==> src/rtl/stopwatch_pkg.sv <==
// Shared types and constants for the stopwatch controller: FSM states,
// BCD time layout, seven-segment glyphs and the BCD increment helper.
package stopwatch_pkg;

    localparam int unsigned TICK_DIV_DEFAULT = 500000;

    typedef enum logic [1:0] {
        ST_IDLE  = 2'd0,
        ST_RUN   = 2'd1,
        ST_PAUSE = 2'd2
    } sw_state_e;

    typedef struct packed {
        logic [3:0] min_t;
        logic [3:0] min_u;
        logic [3:0] sec_t;
        logic [3:0] sec_u;
        logic [3:0] cs_t;
        logic [3:0] cs_u;
    } bcd_time_t;

    localparam bcd_time_t BCD_MAX = bcd_time_t'(24'h595999);

    // Active-low segments, bit0 = a .. bit6 = g.
    localparam logic [6:0] SEG_0     = 7'b1000000;
    localparam logic [6:0] SEG_1     = 7'b1111001;
    localparam logic [6:0] SEG_2     = 7'b0100100;
    localparam logic [6:0] SEG_3     = 7'b0110000;
    localparam logic [6:0] SEG_4     = 7'b0011001;
    localparam logic [6:0] SEG_5     = 7'b0010010;
    localparam logic [6:0] SEG_6     = 7'b0000010;
    localparam logic [6:0] SEG_7     = 7'b1111000;
    localparam logic [6:0] SEG_8     = 7'b0000000;
    localparam logic [6:0] SEG_9     = 7'b0010000;
    localparam logic [6:0] SEG_BLANK = 7'b1111111;

    // One centisecond step with carries rippling through all six digits.
    function automatic bcd_time_t bcd_inc(input bcd_time_t t);
        bcd_time_t r;
        r = t;
        if (t.cs_u != 4'd9) begin
            r.cs_u = t.cs_u + 4'd1;
        end else begin
            r.cs_u = 4'd0;
            if (t.cs_t != 4'd9) begin
                r.cs_t = t.cs_t + 4'd1;
            end else begin
                r.cs_t = 4'd0;
                if (t.sec_u != 4'd9) begin
                    r.sec_u = t.sec_u + 4'd1;
                end else begin
                    r.sec_u = 4'd0;
                    if (t.sec_t != 4'd5) begin
                        r.sec_t = t.sec_t + 4'd1;
                    end else begin
                        r.sec_t = 4'd0;
                        if (t.min_u != 4'd9) begin
                            r.min_u = t.min_u + 4'd1;
                        end else begin
                            r.min_u = 4'd0;
                            if (t.min_t != 4'd5) begin
                                r.min_t = t.min_t + 4'd1;
                            end else begin
                                r.min_t = 4'd0;
                            end
                        end
                    end
                end
            end
        end
        return r;
    endfunction

endpackage

==> src/rtl/seg7_decoder.sv <==
// BCD digit to active-low seven-segment pattern; non-decimal codes blank.
module seg7_decoder
    import stopwatch_pkg::*;
(
    input  logic [3:0] digit_i,
    output logic [6:0] seg_o
);

    always_comb begin
        seg_o = SEG_BLANK;
        case (digit_i)
            4'd0:    seg_o = SEG_0;
            4'd1:    seg_o = SEG_1;
            4'd2:    seg_o = SEG_2;
            4'd3:    seg_o = SEG_3;
            4'd4:    seg_o = SEG_4;
            4'd5:    seg_o = SEG_5;
            4'd6:    seg_o = SEG_6;
            4'd7:    seg_o = SEG_7;
            4'd8:    seg_o = SEG_8;
            4'd9:    seg_o = SEG_9;
            default: seg_o = SEG_BLANK;
        endcase
    end

endmodule

==> src/rtl/stopwatch_ctrl.sv <==
// Start/stop/clear stopwatch: key conditioning, run/pause FSM, 10 ms
// prescaler and MM:SS.CC BCD counter driving six seven-segment displays.
//
//   state    | meaning
//   ---------+----------------------------------------------
//   ST_IDLE  | cleared, prescaler and count held at zero
//   ST_RUN   | prescaler running, count advances each tick
//   ST_PAUSE | prescaler and count frozen, display holds
module stopwatch_ctrl
    import stopwatch_pkg::*;
#(
    parameter int unsigned TICK_DIV = TICK_DIV_DEFAULT
) (
    input  logic       CLOCK_50,
    input  logic       reset,
    input  logic [1:0] KEY,
    output logic [6:0] HEX0,
    output logic [6:0] HEX1,
    output logic [6:0] HEX2,
    output logic [6:0] HEX3,
    output logic [6:0] HEX4,
    output logic [6:0] HEX5,
    output logic [9:0] LED
);

    localparam int unsigned   PW         = (TICK_DIV > 1) ? $clog2(TICK_DIV) : 1;
    localparam logic [PW-1:0] PRESC_LAST = PW'(TICK_DIV - 1);

    logic [1:0] key_s1_q;
    logic [1:0] key_s2_q;
    logic [1:0] key_prev_q;
    logic [1:0] settle_q;
    logic [1:0] press;
    logic       start_p;
    logic       clear_p;

    sw_state_e  state_q;
    sw_state_e  state_d;
    logic       run_q;
    logic       run_d;
    logic       pause_q;
    logic       pause_d;

    logic [PW-1:0] presc_q;
    logic [PW-1:0] presc_d;
    logic          tick;
    bcd_time_t     cnt_q;
    bcd_time_t     cnt_d;
    logic          ovf_q;
    logic          ovf_d;

    // The settle window hides the edge detector for the first three cycles
    // after reset, so a key already held low through reset is never seen as
    // a fresh press; it must be released and pressed again.
    always_ff @(posedge CLOCK_50) begin
        if (reset) begin
            key_s1_q   <= 2'b11;
            key_s2_q   <= 2'b11;
            key_prev_q <= 2'b11;
            settle_q   <= 2'd3;
        end else begin
            key_s1_q   <= KEY;
            key_s2_q   <= key_s1_q;
            key_prev_q <= key_s2_q;
            if (settle_q != 2'd0) begin
                settle_q <= settle_q - 2'd1;
            end
        end
    end

    assign press   = key_prev_q & ~key_s2_q & {2{settle_q == 2'd0}};
    assign start_p = press[0];
    assign clear_p = press[1];

    always_ff @(posedge CLOCK_50) begin
        if (reset) begin
            state_q <= ST_IDLE;
        end else begin
            state_q <= state_d;
        end
    end

    always_comb begin
        state_d = state_q;
        if (clear_p) begin
            state_d = ST_IDLE;
        end else if (start_p) begin
            case (state_q)
                ST_IDLE:  state_d = ST_RUN;
                ST_RUN:   state_d = ST_PAUSE;
                ST_PAUSE: state_d = ST_RUN;
                default:  state_d = ST_IDLE;
            endcase
        end
    end

    always_comb begin
        run_d   = (state_d == ST_RUN);
        pause_d = (state_d == ST_PAUSE);
    end

    always_ff @(posedge CLOCK_50) begin
        if (reset) begin
            run_q   <= 1'b0;
            pause_q <= 1'b0;
        end else begin
            run_q   <= run_d;
            pause_q <= pause_d;
        end
    end

    // A tick on the same edge as a state change is applied first; leaving
    // for IDLE then overrides everything back to zero.
    assign tick = (state_q == ST_RUN) && (presc_q == PRESC_LAST);

    always_comb begin
        presc_d = presc_q;
        cnt_d   = cnt_q;
        ovf_d   = ovf_q;
        case (state_q)
            ST_RUN:   presc_d = tick ? '0 : presc_q + PW'(1);
            ST_PAUSE: presc_d = presc_q;
            default:  presc_d = '0;
        endcase
        if (tick) begin
            cnt_d = bcd_inc(cnt_q);
            if (cnt_q == BCD_MAX) begin
                ovf_d = 1'b1;
            end
        end
        if (state_d == ST_IDLE) begin
            presc_d = '0;
            cnt_d   = '0;
            ovf_d   = 1'b0;
        end
    end

    always_ff @(posedge CLOCK_50) begin
        if (reset) begin
            presc_q <= '0;
            cnt_q   <= '0;
            ovf_q   <= 1'b0;
        end else begin
            presc_q <= presc_d;
            cnt_q   <= cnt_d;
            ovf_q   <= ovf_d;
        end
    end

    seg7_decoder u_hex0 (.digit_i(cnt_q.cs_u),  .seg_o(HEX0));
    seg7_decoder u_hex1 (.digit_i(cnt_q.cs_t),  .seg_o(HEX1));
    seg7_decoder u_hex2 (.digit_i(cnt_q.sec_u), .seg_o(HEX2));
    seg7_decoder u_hex3 (.digit_i(cnt_q.sec_t), .seg_o(HEX3));
    seg7_decoder u_hex4 (.digit_i(cnt_q.min_u), .seg_o(HEX4));
    seg7_decoder u_hex5 (.digit_i(cnt_q.min_t), .seg_o(HEX5));

    assign LED = {ovf_q, 7'b0000000, pause_q, run_q};

endmodule
==> config.mk <==
export PLATFORM = sky130hd
export DESIGN_NAME = stopwatch_ctrl
export DESIGN_NICKNAME = d
export VERILOG_FILES = /design/src/rtl/stopwatch_pkg.sv /design/src/rtl/seg7_decoder.sv /design/src/rtl/stopwatch_ctrl.sv
export SDC_FILE = /design/constraint.sdc
export NUM_CORES = 1
export LEC_CHECK = 0
export CELL_PAD_IN_SITES_DETAIL_PLACEMENT = 1
export CELL_PAD_IN_SITES_GLOBAL_PLACEMENT = 2
export CORE_ASPECT_RATIO = 0.8
export CORE_MARGIN = 2
export CORE_UTILIZATION = 31
export DETAILED_ROUTE_END_ITERATION = 16
export PLACE_DENSITY = 0.76
export SYNTH_ARGS = -nofsm -noshare
export SYNTH_HDL_FRONTEND = slang
export SYNTH_HIERARCHICAL = 1
export SYNTH_SLANG_ARGS = --single-unit
==> constraint.sdc <==
create_clock -name CLOCK_50 -period 2.66 [get_ports CLOCK_50]
set_input_delay 0.532 -clock CLOCK_50 [delete_from_list [all_inputs] [get_ports CLOCK_50]]
set_output_delay 0.532 -clock CLOCK_50 [all_outputs]
set_load 0.02 [all_outputs]
[Word-level counts from Yosys, hierarchy flattened]
Memories as Yosys holds them, arrays and structs flattened. A register that Yosys moved wholly into a read port is not among the register bits.
Cells that the tools add are included.
Cells by class
  muxes and demuxes: 23
  add/subtract/negate cells: 8
  reductions and logical operators: 13
  bitwise logic cells: 8
  eq/ne operators: 12
Operators with widths (number)
  2-to-1 mux 4 bit: 18
  one-hot mux 19 bit (2 select lines): 1
  adder 4 x 1 -> 4 bit (second input constant): 6
  equality test 24 x 23 -> 1 bit (second input constant): 1
  adder 19 x 1 -> 19 bit (second input constant): 1
  equality test 19 bit (second input constant): 1
  2-to-1 mux 19 bit: 1
  inequality test 4 bit (second input constant): 4
  inequality test 4 x 3 -> 1 bit (second input constant): 2
  logical NOT 2 bit: 3
  AND reduction 6 bit: 1
  inverter 1 bit: 5
  AND reduction 5 bit: 1
  AND 2 bit: 2
  equality test 2 x 1 -> 1 bit (second input constant): 2
  equality test 2 bit (second input constant): 2
  2-to-1 mux 2 bit: 2
  one-hot mux 2 bit (2 select lines): 1
  AND reduction 2 bit: 2
  AND reduction 4 bit: 1
  OR reduction 2 bit: 2
  AND reduction 3 bit: 1
  inverter 2 bit: 1
  nonzero test 2 bit: 1
  other kinds (2): 2
Word-level totals
  memory bits (read-only): 672
  register bits: 56
  bits of input ports: 4
  memories kept: 6
  logic and storage cells: 85
  output and inout port bits: 52
Memories
  (name not given): words 16, bits a word 7, rd ports 1, clocked after memory_dff 1, wr ports 0, RTL line seg7_decoder.sv:11  | case (digit_i)
  (name not given): words 16, bits a word 7, rd ports 1, clocked after memory_dff 1, wr ports 0, RTL line seg7_decoder.sv:11
  (name not given): words 16, bits a word 7, rd ports 1, clocked after memory_dff 1, wr ports 0, RTL line seg7_decoder.sv:11
  (name not given): words 16, bits a word 7, rd ports 1, clocked after memory_dff 1, wr ports 0, RTL line seg7_decoder.sv:11
  (name not given): words 16, bits a word 7, rd ports 1, clocked after memory_dff 1, wr ports 0, RTL line seg7_decoder.sv:11
  (name not given): words 16, bits a word 7, rd ports 1, clocked after memory_dff 1, wr ports 0, RTL line seg7_decoder.sv:11

[Depth between registers and ports, before layout]
Gate-level depths: netlist of the first run.
  depth in word-level cells: 8
  mapped depth: 9
  gate-level depth less buffers: 7

[Modules after synthesis]
The synthesis of the first run kept the hierarchy.
By module, submodules not included
  stopwatch_ctrl: instances 1, area an instance 2829.0 um^2, cells an instance 336, seq. area each 1121.1 um^2
  seg7_decoder at u_hex0 ...: instances 5, area an instance 210.2 um^2, cells an instance 33, seq. area each 0.0 um^2
  seg7_decoder at u_hex3: instances 1, area an instance 200.2 um^2, cells an instance 31, seq. area each 0.0 um^2

[Least setup slack after synthesis of the first run]
No wires, ideal clock.
  kind: register -> register
  start point: register cnt_q[1] (netlist bit)
  end point: register cnt_q[18] (netlist bit)
  path buffers: 1
  library setup time: 71 ps
  period minus slack after synthesis: 2088 ps
  arrival time: 2017 ps
  setup slack: 572 ps
  data required time: 2589 ps
  stages on the path, launching flop included: 7
  cells stage by stage: dfxtp_1 and4bb_2 nand3_2 or4_4 buf_6 or4_1 a21oi_1
Between the ends
  cells in the longest elaborated chain, start to end: 3
RTL lines
  start: declaration: RTL line stopwatch_ctrl.sv:47  | bcd_time_t cnt_q;
  start signal: assignment: RTL line stopwatch_ctrl.sv:145  | cnt_q <= cnt_d;
  inequality test 4 bit: RTL line stopwatch_pkg.sv:41  | if (t.cs_u != 4'd9) begin
  inverter 1 bit (no source line)
  AND reduction 5 bit (no source line)
Every way passes these cells.
A chain may end at the register's enable or synchronous reset.

==> metrics.md, run 1 <==
| Metric | Value |
|---|---|
| Status | `finished clean` |
| Hold depth | `1` |
| Commonest cells after routing, fill and taps aside | `nor2_1, o21ai_0, dfxtp_1` |
| Largest net degree at the start of global routing | `30` |
| DR WL/cell | `about 14 um` |
| Synth Instances | `between 500 and 600` |
| RD Place Congestion | `between 0.7 and 0.8` |
| Pwr Total | `between 1500 and 2000 uW` |
| Number of antenna diodes | `0` |
| Num CTS Buffers | `5` |
| Initial Utilization | `a little under a third` |
| F_max | `393 MHz` |
| Layout cells sized above 1 | `11.0%` |
| FF-to-FF End | `cnt_q[20]` |
| R2R setup slack | `~290 ps` |
| Slew Limit Fails | `0` |
| Final Critical Period | `2540 ps` |
| H-tree levels | `2` |
| Detailed-route DRC error count | `0` |
| CTS clock-pin slew for the worst setup and hold paths | `about 70 ps` |
| Final setup violation count | `0` |
| Most common cell after layout, fill and taps aside | `nor2_1` |
| Leading area contributor after synthesis | `dfxtp_1` |
| Synth unique cells | `59` |
| CP Max Fanout | `11` |
| Drt pass-1 iters | `4` |
| Die Area | `between 10000 and 15000 um2` |
| Slew @ Worst Pin | `647 ps` |
| Seq/Total Area, Yosys | `about 27%` |
| DP Wirelength | `roughly 7700 um` |
| Max stage delay cell, worst path | `clkdlybuf4s50_1` |
| Total Routing Usage GR | `between 10% and 20%` |
| Congestion Overflow GR | `0` |
| Hold Path Sink | `key_s2_q[1]` |
| I/O pin cnt | `56` |
| Synth area leaders | `dfxtp_1, ha_1, o21ai_0` |
| Vias | `approximately 3.8k` |
| Clk root buf | `clkbuf_16` |
| R2r worst-path depth | `5` |
| Launch point of the worst reg-to-reg path | `cnt_q[11]` |
| Chip width | `between 100 and 150 um` |
| CP Launch Type | `flop` |
| Initial antenna violation count | `0` |
| Critical path arrival | `around 2000 ps` |
| Critical path type | `flop to output port` |
| Synth top area share | `around 27%` |
| Clk buf depth | `2` |
| Worst path cell trace | `inv_1 > ha_1 > or2_1 > a21oi_2 > a31oi_1 > clkdlybuf4s50_1` |
| Unrepaired setup endpoints after global routing | `false` |
| Port bufs | `48` |
| Row cnt | `37` |
| Biggest cell delay along the critical path | `between 500 and 600 ps` |
| Skew final | `7.30 ps` |
| Max-cap violations | `0` |
| Post-synth EDFFs | `0` |
| Final net count | `a little over 600` |
| Ys Warns | `6` |
| Layout area overhead | `20.9%` |
| Period utilization | `between 90% and 100%` |
| Via density | `4.96` |
| HP Class | `flop to flop` |
| CTS sink count | `between 50 and 60` |
| CTS tree | `yes` |
| Clock latency on the worst-skew pair | `300 ps` |
| Syn avg cell area | `about 7.7 um2` |
| Leakage | `around 0.0017 uW` |
| Peak VDD IR | `approximately 0.21 mV` |
| FF+latch count, synth | `between 50 and 60` |
| Routed wire length | `10200 um` |
| PwrDens | `between 300 and 400 nW/um2` |
| Final Hold Fails | `0` |
| TNS Setup | `0 ps` |
| Antenna viol nets, final | `0` |
| Mapped Area | `~4100 um2` |
| Core Footprint | `12900 um2` |
| CP endpoint kind | `output port` |
| WP buf/inv | `2` |
| Data required, critical path | `approximately 2100 ps` |
| Die Y | `around 110 um` |
| Drt initial violations | `125` |
| Vias in the first global route | `about 3.8k` |
| Top_reg_cell synth | `dfxtp_1` |
| First-pass GRT wire length | `17500 um` |
| Crit path max-delay family | `buffers and inverters` |
| Ys async rst share | `0%` |
| Worst Hold Launch | `key_s1_q[1]` |
| Rel. slew slack | `56.8%` |
stage by stage:
stage                     cell area [um2]  cells  hold WS (ps)  util [%]  setup slack (ps)
final                                4930    757           419      38.3               116
after global routing                 4930    757           448      38.3              6.09
after CTS                            4920    757           424      38.2              9.67
after detailed placement             4740    749           405      36.8               301
after global placement               4740    749           397      36.8               343
after floorplan                      4100    538           389         -               572
sequential cells by signal, summed over array words and instances (netlist names):
name        flops
presc_q        19
run_q           1
key_prev_q      2
pause_q         1
ovf_q           1
settle_q        2
cnt_q          24
key_s1_q        2
state_q         2
key_s2_q        2
worst reg2reg max path: cells and delay by family, from the launching register on:
kind,cells,cell delay [ps]
compound gates,1,160
flops,1,600
simple gates,4,1530
synthesized netlist by cell type (7+ instances only):
master	number
nor3_1	7
nor4_1	9
xnor2_1	7
or2_2	9
buf_2	7
clkbuf_1	9
nand4_1	13
inv_1	33
a31oi_1	10
nor2b_1	9
a21oi_1	34
nor2_1	62
buf_6	7
buf_4	11
nand2_1	37
ha_1	32
xor2_1	10
dfxtp_1	56
o21ai_0	47
nand3_1	11
nand2b_1	30
where the power goes:
| part | switching (uW) | internal [uW] |
|---|---|---|
| logic | 34.0 | 24.8 |
| clock network | 323 | 473 |
| registers | 4.27 | 848 |
| total | 361 | 1350 |
cell type report:
| type | instances | area [um2] |
|---|---|---|
| multi-input cells | 415 | 2630 |
| clock inverters | 2 | 38.8 |
| repair buffers | 70 | 652 |
| flip-flops and latches | 56 | 1130 |
| fillers | 1601 | 7940 |
| inverters | 33 | 124 |
| well taps | 175 | 219 |
| clock buffers | 6 | 139 |
worst max-delay path by stage:
stage	startpoint	endpoint	depth (start not counted)
after floorplan	cnt_q[1]	cnt_q[18]	6
after global placement	cnt_q[16]	HEX4[4]	6
after detailed placement	cnt_q[4]	HEX1[4]	6
after CTS	cnt_q[8]	HEX2[4]	6
after global routing	cnt_q[1]	HEX0[3]	6
final	cnt_q[1]	HEX0[3]	6
timing repair:
item / in CTS / in global routing
setup buffers: 0 / 0
gates resized for setup: 4 / 9
setup endpoints to repair: 6 / 17
hold buffers: 0 / 0
per-layer routing:
| metal | global-route usage [%] | up-vias | wire, um |
|---|---|---|---|
| met5 | 0 | - | 0 |
| li1 | - | 1924 | - |
| met1 | 20.4 | 1796 | 5270 |
| met4 | 3.00 | 0 | 87 |
| met3 | 2.22 | 8 | 219 |
| met2 | 24.3 | 29 | 4650 |
logic make-up after synthesis:
| kind of cell | Yosys count | synth area share, % |
|---|---|---|
| buffers and inverters | 67 | 8.68 |
| XOR/XNOR | 17 | 3.65 |
| multiplexers | 7 | 1.75 |
| AO/OA/AOI/OAI | 117 | 16.7 |
| flip-flops | 56 | 27.5 |
| AND/OR/NAND/NOR | 235 | 31.8 |
| adder cells (fa/ha/maj) | 32 | 9.81 |
| other | 1 | 0.0919 |
No activity file was read; power rests on OpenSTA's default activity.
==> run 2: changes to the inputs <==
Settings changed: PLACE_DENSITY 0.76 to default, PLACE_DENSITY_LB_ADDON from default to 0.08, RECOVER_POWER from default to 100.
==> run 2 against run 1 <==
Against the previous run: hold slack got worse by 1.8 ps; fmax decreased by 0.54%; via count decreased by 0.32%; core utilization decreased by 0.36 points; non-clock buffer count increased by 2; clock skew down 0.50 ps; sequential share of layout area rose by 0.19 points; count of clock-buffer cells in the layout stayed put; sequential power about the same; sequential cell count is the same; global-route usage up 0.090 points; first-iteration DRC count decreased by 16%; critical path type unchanged; largest cell class unchanged.
==> metrics.md, run 2 (synthesized netlist as in run 1, its figures left out) <==
| Metric | Value |
|---|---|
| Post-CTS setup buffers | `0 (unchanged)` |
| Detailed-route DRC error count | `0 (unchanged)` |
| Hold_buf cts | `0 (unchanged)` |
| Worst path cell trace | `inv_1 > ha_1 > o21ai_0 > o21ai_0 > dlygate4sd3_1` |
| Critical path arrival | `2030 ps (+20 ps)` |
| CTS tree | `yes` |
| Leakage | `0.00171 uW (-0.66%)` |
| Port bufs | `48 (unchanged)` |
| Clock power share | `43.0% (-3.6 points)` |
| Clk root buf | `clkbuf_16` |
| Max stage delay cell, worst path | `dlygate4sd3_1` |
| Number of antenna diodes | `0 (unchanged)` |
| Status | `finished clean` |
| Clock latency on the worst-skew pair | `300 ps (about the same)` |
| Period utilization | `96.2% (+0.52 points)` |
| Psw | `347 uW (-3.8%)` |
| Most frequent CP cell | `o21ai_0` |
| CP Launch Type | `flop` |
| Critical path type | `flop to output port` |
| Layout cells sized above 1 | `10.3% (-0.72 points)` |
| Die Area | `14100 um2 (unchanged)` |
| Biggest cell delay along the critical path | `660 ps (+120 ps)` |
| Commonest cells after routing, fill and taps aside | `nor2_1, dfxtp_1, o21ai_0` |
| Data required, critical path | `2130 ps (about the same)` |
| DP Area | `4750 um2 (+0.32%)` |
| DP Wirelength | `7750 um (+1.3%)` |
| Final instance area | `4890 um2 (-0.94%)` |
| Largest net degree at the start of global routing | `30 (unchanged)` |
| RD Place Congestion | `0.735 (-4.8%)` |
| Final Hold Fails | `0 (unchanged)` |
| Top reg by flops | `cnt_q` |
| Largest regs | `cnt_q (24), presc_q (19)` |
| WHS | `417 ps (-1.78 ps)` |
| Drt initial violations | `105 (-16%)` |
| Num CTS Buffers | `5 (unchanged)` |
| Initial Utilization | `31.7% (unchanged)` |
| Skew final | `6.79 ps (-0.504 ps)` |
| Rel. slew slack | `54.1% (-2.7 points)` |
| First-pass GRT wire length | `17500 um (-0.20%)` |
| Via density | `4.93 (-0.58%)` |
| PwrDens | `326 nW/um2 (-5.7%)` |
| CP Max Fanout | `6 (-5)` |
| Chip width | `132 um (unchanged)` |
| Peak VDD IR | `0.231 mV (+11%)` |
| CTS clock-pin slew for the worst setup and hold paths | `70 ps (about the same)` |
| H-tree levels | `2 (unchanged)` |
| Slew @ Worst Pin | `679 ps (+32.3 ps)` |
| Most common cell after layout, fill and taps aside | `nor2_1` |
| Max-cap violations | `0 (unchanged)` |
| Final setup violation count | `0 (unchanged)` |
| Slew Limit Fails | `0 (unchanged)` |
| Routed wire length | `10300 um (+0.68%)` |
| Vias | `3745 (-0.32%)` |
| Die Y | `107 um (unchanged)` |
| Net Sw Frac | `21.8% (+0.64 points)` |
| CTS sink count | `56 (unchanged)` |
| Int Pwr | `1250 uW (-7.4%)` |
| CP endpoint kind | `output port` |
| F_max | `391 MHz (-0.54%)` |
| Gate power share | `3.5% (about the same)` |
| Clk buf depth | `2 (unchanged)` |
| Max reg flops | `24 (unchanged)` |
| HP Class | `flop to flop` |
| Congestion Overflow GR | `0 (unchanged)` |
| Drt pass-1 iters | `4 (unchanged)` |
| Antenna viol nets, final | `0 (unchanged)` |
| I/O pin cnt | `56 (unchanged)` |
| Row cnt | `37 (unchanged)` |
| TNS Setup | `0 ps (unchanged)` |
| Core Footprint | `12900 um2 (unchanged)` |
| Final Critical Period | `2560 ps (+13.8 ps)` |
| Unrepaired setup endpoints after global routing | `false` |
| Final net count | `619 (+0.32%)` |
| Total Routing Usage GR | `14.7% (+0.090 points)` |
| Vias in the first global route | `3679 (-1.9%)` |
| Seq pwr share | `53.5% (+3.5 points)` |
| DR WL/cell | `13.6 um (+0.41%)` |
| Filler instances | `1608 (+0.44%)` |
| Initial antenna violation count | `0 (unchanged)` |
| Layout area overhead | `19.7%` |
## run 2: cell types whose count changed in the layout (fill, tap and decap cells not counted), moves of 2 or more
cell	before	now
a21oi_1	34	36
a21oi_2	5	3
clkbuf_1	0	2
clkbuf_2	0	2
clkdlybuf4s50_1	44	30
clkinvlp_4	0	2
dlygate4sd3_1	0	15
or2_0	0	4
or2_1	6	3
## run 2: cell type report
cell class	instances	area [um2]	area share [%]
flip-flops and latches	56	1130	23.1
clock buffers	6	139	2.84
repair buffers	72	651	13.3
inverters	33	124	2.54
well taps	175	219	4.48
clock inverters	2	15.0	0.307
multi-input cells	415	2610	53.4
## run 2: critical path, delay by kind of cell (launching register included)
family / cells / cell delay, ps
AO/OA/AOI/OAI: 2 / 230
adder cells (fa/ha/maj): 1 / 330
buffers and inverters: 2 / 770
flip-flops: 1 / 410
## run 2: repair_timing
action | 4_1_cts | 5_1_grt
gates resized for setup | 3 | 8
cloned | 0 | 0
endpoints found under the setup margin | 8 | 17
## run 2: final timing paths
path	cells past startpoint	slack, ps	to	start
min	1	420	key_s2_q[1]	key_s1_q[1]
max reg2reg	8	260	cnt_q[23]	settle_q[0]
max	5	100	HEX1[1]	cnt_q[4]
min reg2reg	1	420	key_s2_q[1]	key_s1_q[1]
## run 2: layer usage
layer | vias up | GRT usage [%] | part of all wire [%]
li1 | 1927 | - | -
met1 | 1768 | 20.1 | 52
met2 | 42 | 25.0 | 45
met3 | 8 | 2.13 | 2.5
met4 | 0 | 3.00 | 0.80
met5 | - | 0 | 0
## run 2: per-stage QoR
stage	total power, uW	instances	setup slack [ps]	utilization (%)
6_report	1590	759	102	38.0
2_1_floorplan	922	538	572	-
3_5_place_dp	931	751	263	36.9
4_1_cts	1620	759	0.264	38.1
5_1_grt	1660	759	5.36	38.0
3_3_place_gp	928	751	308	36.9
## run 2: power by group through the flow
stage | Sequential [uW] | Combinational, uW | Clock (uW)
floorplan | 871 | 50.8 | 0
global placement | 872 | 56.1 | 0
detailed placement | 873 | 58.2 | 0
CTS | 853 | 58.4 | 713
global route | 854 | 62.3 | 746
finish | 853 | 55.2 | 686
==> run 3: changes to the inputs <==
Settings changed: CORE_UTILIZATION 31 to 34.
Clock period 2.66 ns to 3.15 ns, I/O delays scaled along.
==> run 3 against run 2 <==
Against the previous run: sequential share of layout area is 0.73 points higher; register-to-register slack better by 230 ps; critical path depth is 1 higher; via count is 2.2% lower; global-route usage is 0.74 points higher; non-clock buffer count is 18 lower; first-iteration DRC count is 1.9% lower; count of clock-buffer cells in the layout stayed put; clock skew is 3.3 ps higher; total power is 18% lower; cell count is 6.1% lower; largest cell class unchanged.
==> metrics.md, run 3 (synthesized netlist as in run 1, its figures left out) <==
| Metric | Value |
|---|---|
| Status | `finished clean` |
| DP Area | `4580 um2 (-3.6%)` |
| Critical path arrival | `2320 ps (+290 ps)` |
| Vias in the first global route | `3503 (-4.8%)` |
| CTS clock-pin slew for the worst setup and hold paths | `70 ps (about the same)` |
| Critical path type | `flop to output port` |
| Initial antenna violation count | `0 (unchanged)` |
| Slew @ Worst Pin | `969 ps (+289 ps)` |
| Data required, critical path | `2520 ps (+390 ps)` |
| Layout area overhead | `15.1%` |
| Final instance area | `4690 um2 (-3.9%)` |
| Clk buf depth | `2 (unchanged)` |
| Final net count | `601 (-2.9%)` |
| PwrDens | `278 nW/um2 (-15%)` |
| Detailed-route DRC error count | `0 (unchanged)` |
| CP endpoint kind | `output port` |
| Skew final | `10.1 ps (+3.34 ps)` |
| Num CTS Buffers | `5 (unchanged)` |
| Slew Limit Fails | `0 (unchanged)` |
| Final setup violation count | `0 (unchanged)` |
| Routed wire length | `9960 um (-3.2%)` |
| CTS tree | `yes` |
| First-pass GRT wire length | `16800 um (-3.7%)` |
| Max stage delay cell, worst path | `dlygate4sd3_1` |
| DR WL/cell | `14.0 um (+3.1%)` |
| Chip width | `126 um (-4.4%)` |
| Commonest cells after routing, fill and taps aside | `nor2_1, dfxtp_1, o21ai_0` |
| Initial Utilization | `35.2% (+3.5 points)` |
| Post-cts sizing count | `0 (-3)` |
| Die Y | `102 um (-4.3%)` |
| Max reg flops | `24 (unchanged)` |
| F_max | `~340 MHz` |
| Max-cap violations | `0 (unchanged)` |
| Drt pass-1 iters | `6 (+2)` |
| Clock latency on the worst-skew pair | `290 ps (about the same)` |
| CTS sink count | `56 (unchanged)` |
| Total Routing Usage GR | `15.5% (+0.74 points)` |
| Row cnt | `35 (-5.4%)` |
| Most common cell after layout, fill and taps aside | `nor2_1` |
| I/O pin cnt | `56 (unchanged)` |
| Unrepaired setup endpoints after global routing | `false` |
| Final Hold Fails | `0 (unchanged)` |
| Via density | `5.14 (+4.1%)` |
| Congestion Overflow GR | `0 (unchanged)` |
| Largest net degree at the start of global routing | `18 (-40%)` |
| RD Place Congestion | `0.766 (+4.2%)` |
| Final Critical Period | `slightly below 3000 ps` |
| Core Footprint | `11600 um2 (-9.8%)` |
| Number of antenna diodes | `0 (unchanged)` |
| Rel. slew slack | `34.8% (-19 points)` |
| Antenna viol nets, final | `0 (unchanged)` |
| CP Launch Type | `flop` |
| Drt initial violations | `103 (-1.9%)` |
| Leakage | `0.00167 uW (-2.8%)` |
| DP Wirelength | `7430 um (-4.1%)` |
| Peak VDD IR | `0.240 mV (+3.8%)` |
| Die Area | `12900 um2 (-8.5%)` |
| TNS Setup | `0 ps (unchanged)` |
| Post-CTS setup buffers | `0 (unchanged)` |
| H-tree levels | `2 (unchanged)` |
| CP Max Fanout | `13 (+7)` |
| Period utilization | `93.5%` |
| Top reg by flops | `cnt_q` |
| Biggest cell delay along the critical path | `650 ps (about the same)` |
| Clk root buf | `clkbuf_16` |
| Layout cells sized above 1 | `5.31% (-5.0 points)` |
| Worst path cell trace | `inv_1 > ha_1 > or2_1 > a21oi_1 > nor2_1 > dlygate4sd3_1` |
| HP Class | `flop to flop` |
| Vias | `3664 (-2.2%)` |
| Crit path max-delay family | `buffers and inverters` |
| Hold_buf cts | `0 (unchanged)` |
| WHS | `418 ps (+1.66 ps)` |
| Largest regs | `cnt_q (24), presc_q (19)` |
| Port bufs | `48 (unchanged)` |
| WP buf/inv | `2 (unchanged)` |
## run 3: final timing paths
kind / from / endpoint / slack [ps] / cells after the start
setup / recovery: cnt_q[13] / HEX3[3] / 200 / 6
hold / removal: key_s1_q[1] / key_s2_q[1] / 420 / 1
setup reg to reg: presc_q[6] / cnt_q[14] / 490 / 5
hold reg to reg: key_s1_q[1] / key_s2_q[1] / 420 / 1
## run 3: layout make-up
cell class | count | area, um2
sequential | 56 | 1120
multi-input combinational | 415 | 2610
clock buffer | 6 | 129
inverter | 33 | 124
tap | 148 | 185
clock inverter | 1 | 5.00
fill | 1425 | 6910
timing repair buffer | 54 | 518
## run 3: through the flow
step	cells	total power [uW]	setup WS, ps	utilization [%]
2_1_floorplan	538	779	1060	-
3_3_place_gp	706	783	651	39.5
3_5_place_dp	706	785	598	39.5
4_1_cts	713	1330	278	40.6
5_1_grt	713	1360	61.1	40.5
6_report	713	1300	204	40.5
## run 3: power breakdown
| part | internal [uW] | leakage (uW) | switching, uW |
|---|---|---|---|
| sequential | 717 | 0.000453 | 3.48 |
| clock | 290 | 0.0000667 | 248 |
| combinational | 18.9 | 0.00115 | 27.4 |
## run 3: per-layer routing
metal | up-vias | wire, um | track usage (%)
li1 | 1897 | - | -
met1 | 1725 | 5310 | 21.5
met2 | 38 | 4360 | 25.9
met3 | 4 | 235 | 2.15
met4 | 0 | 65 | 3.21
met5 | - | 0 | 0
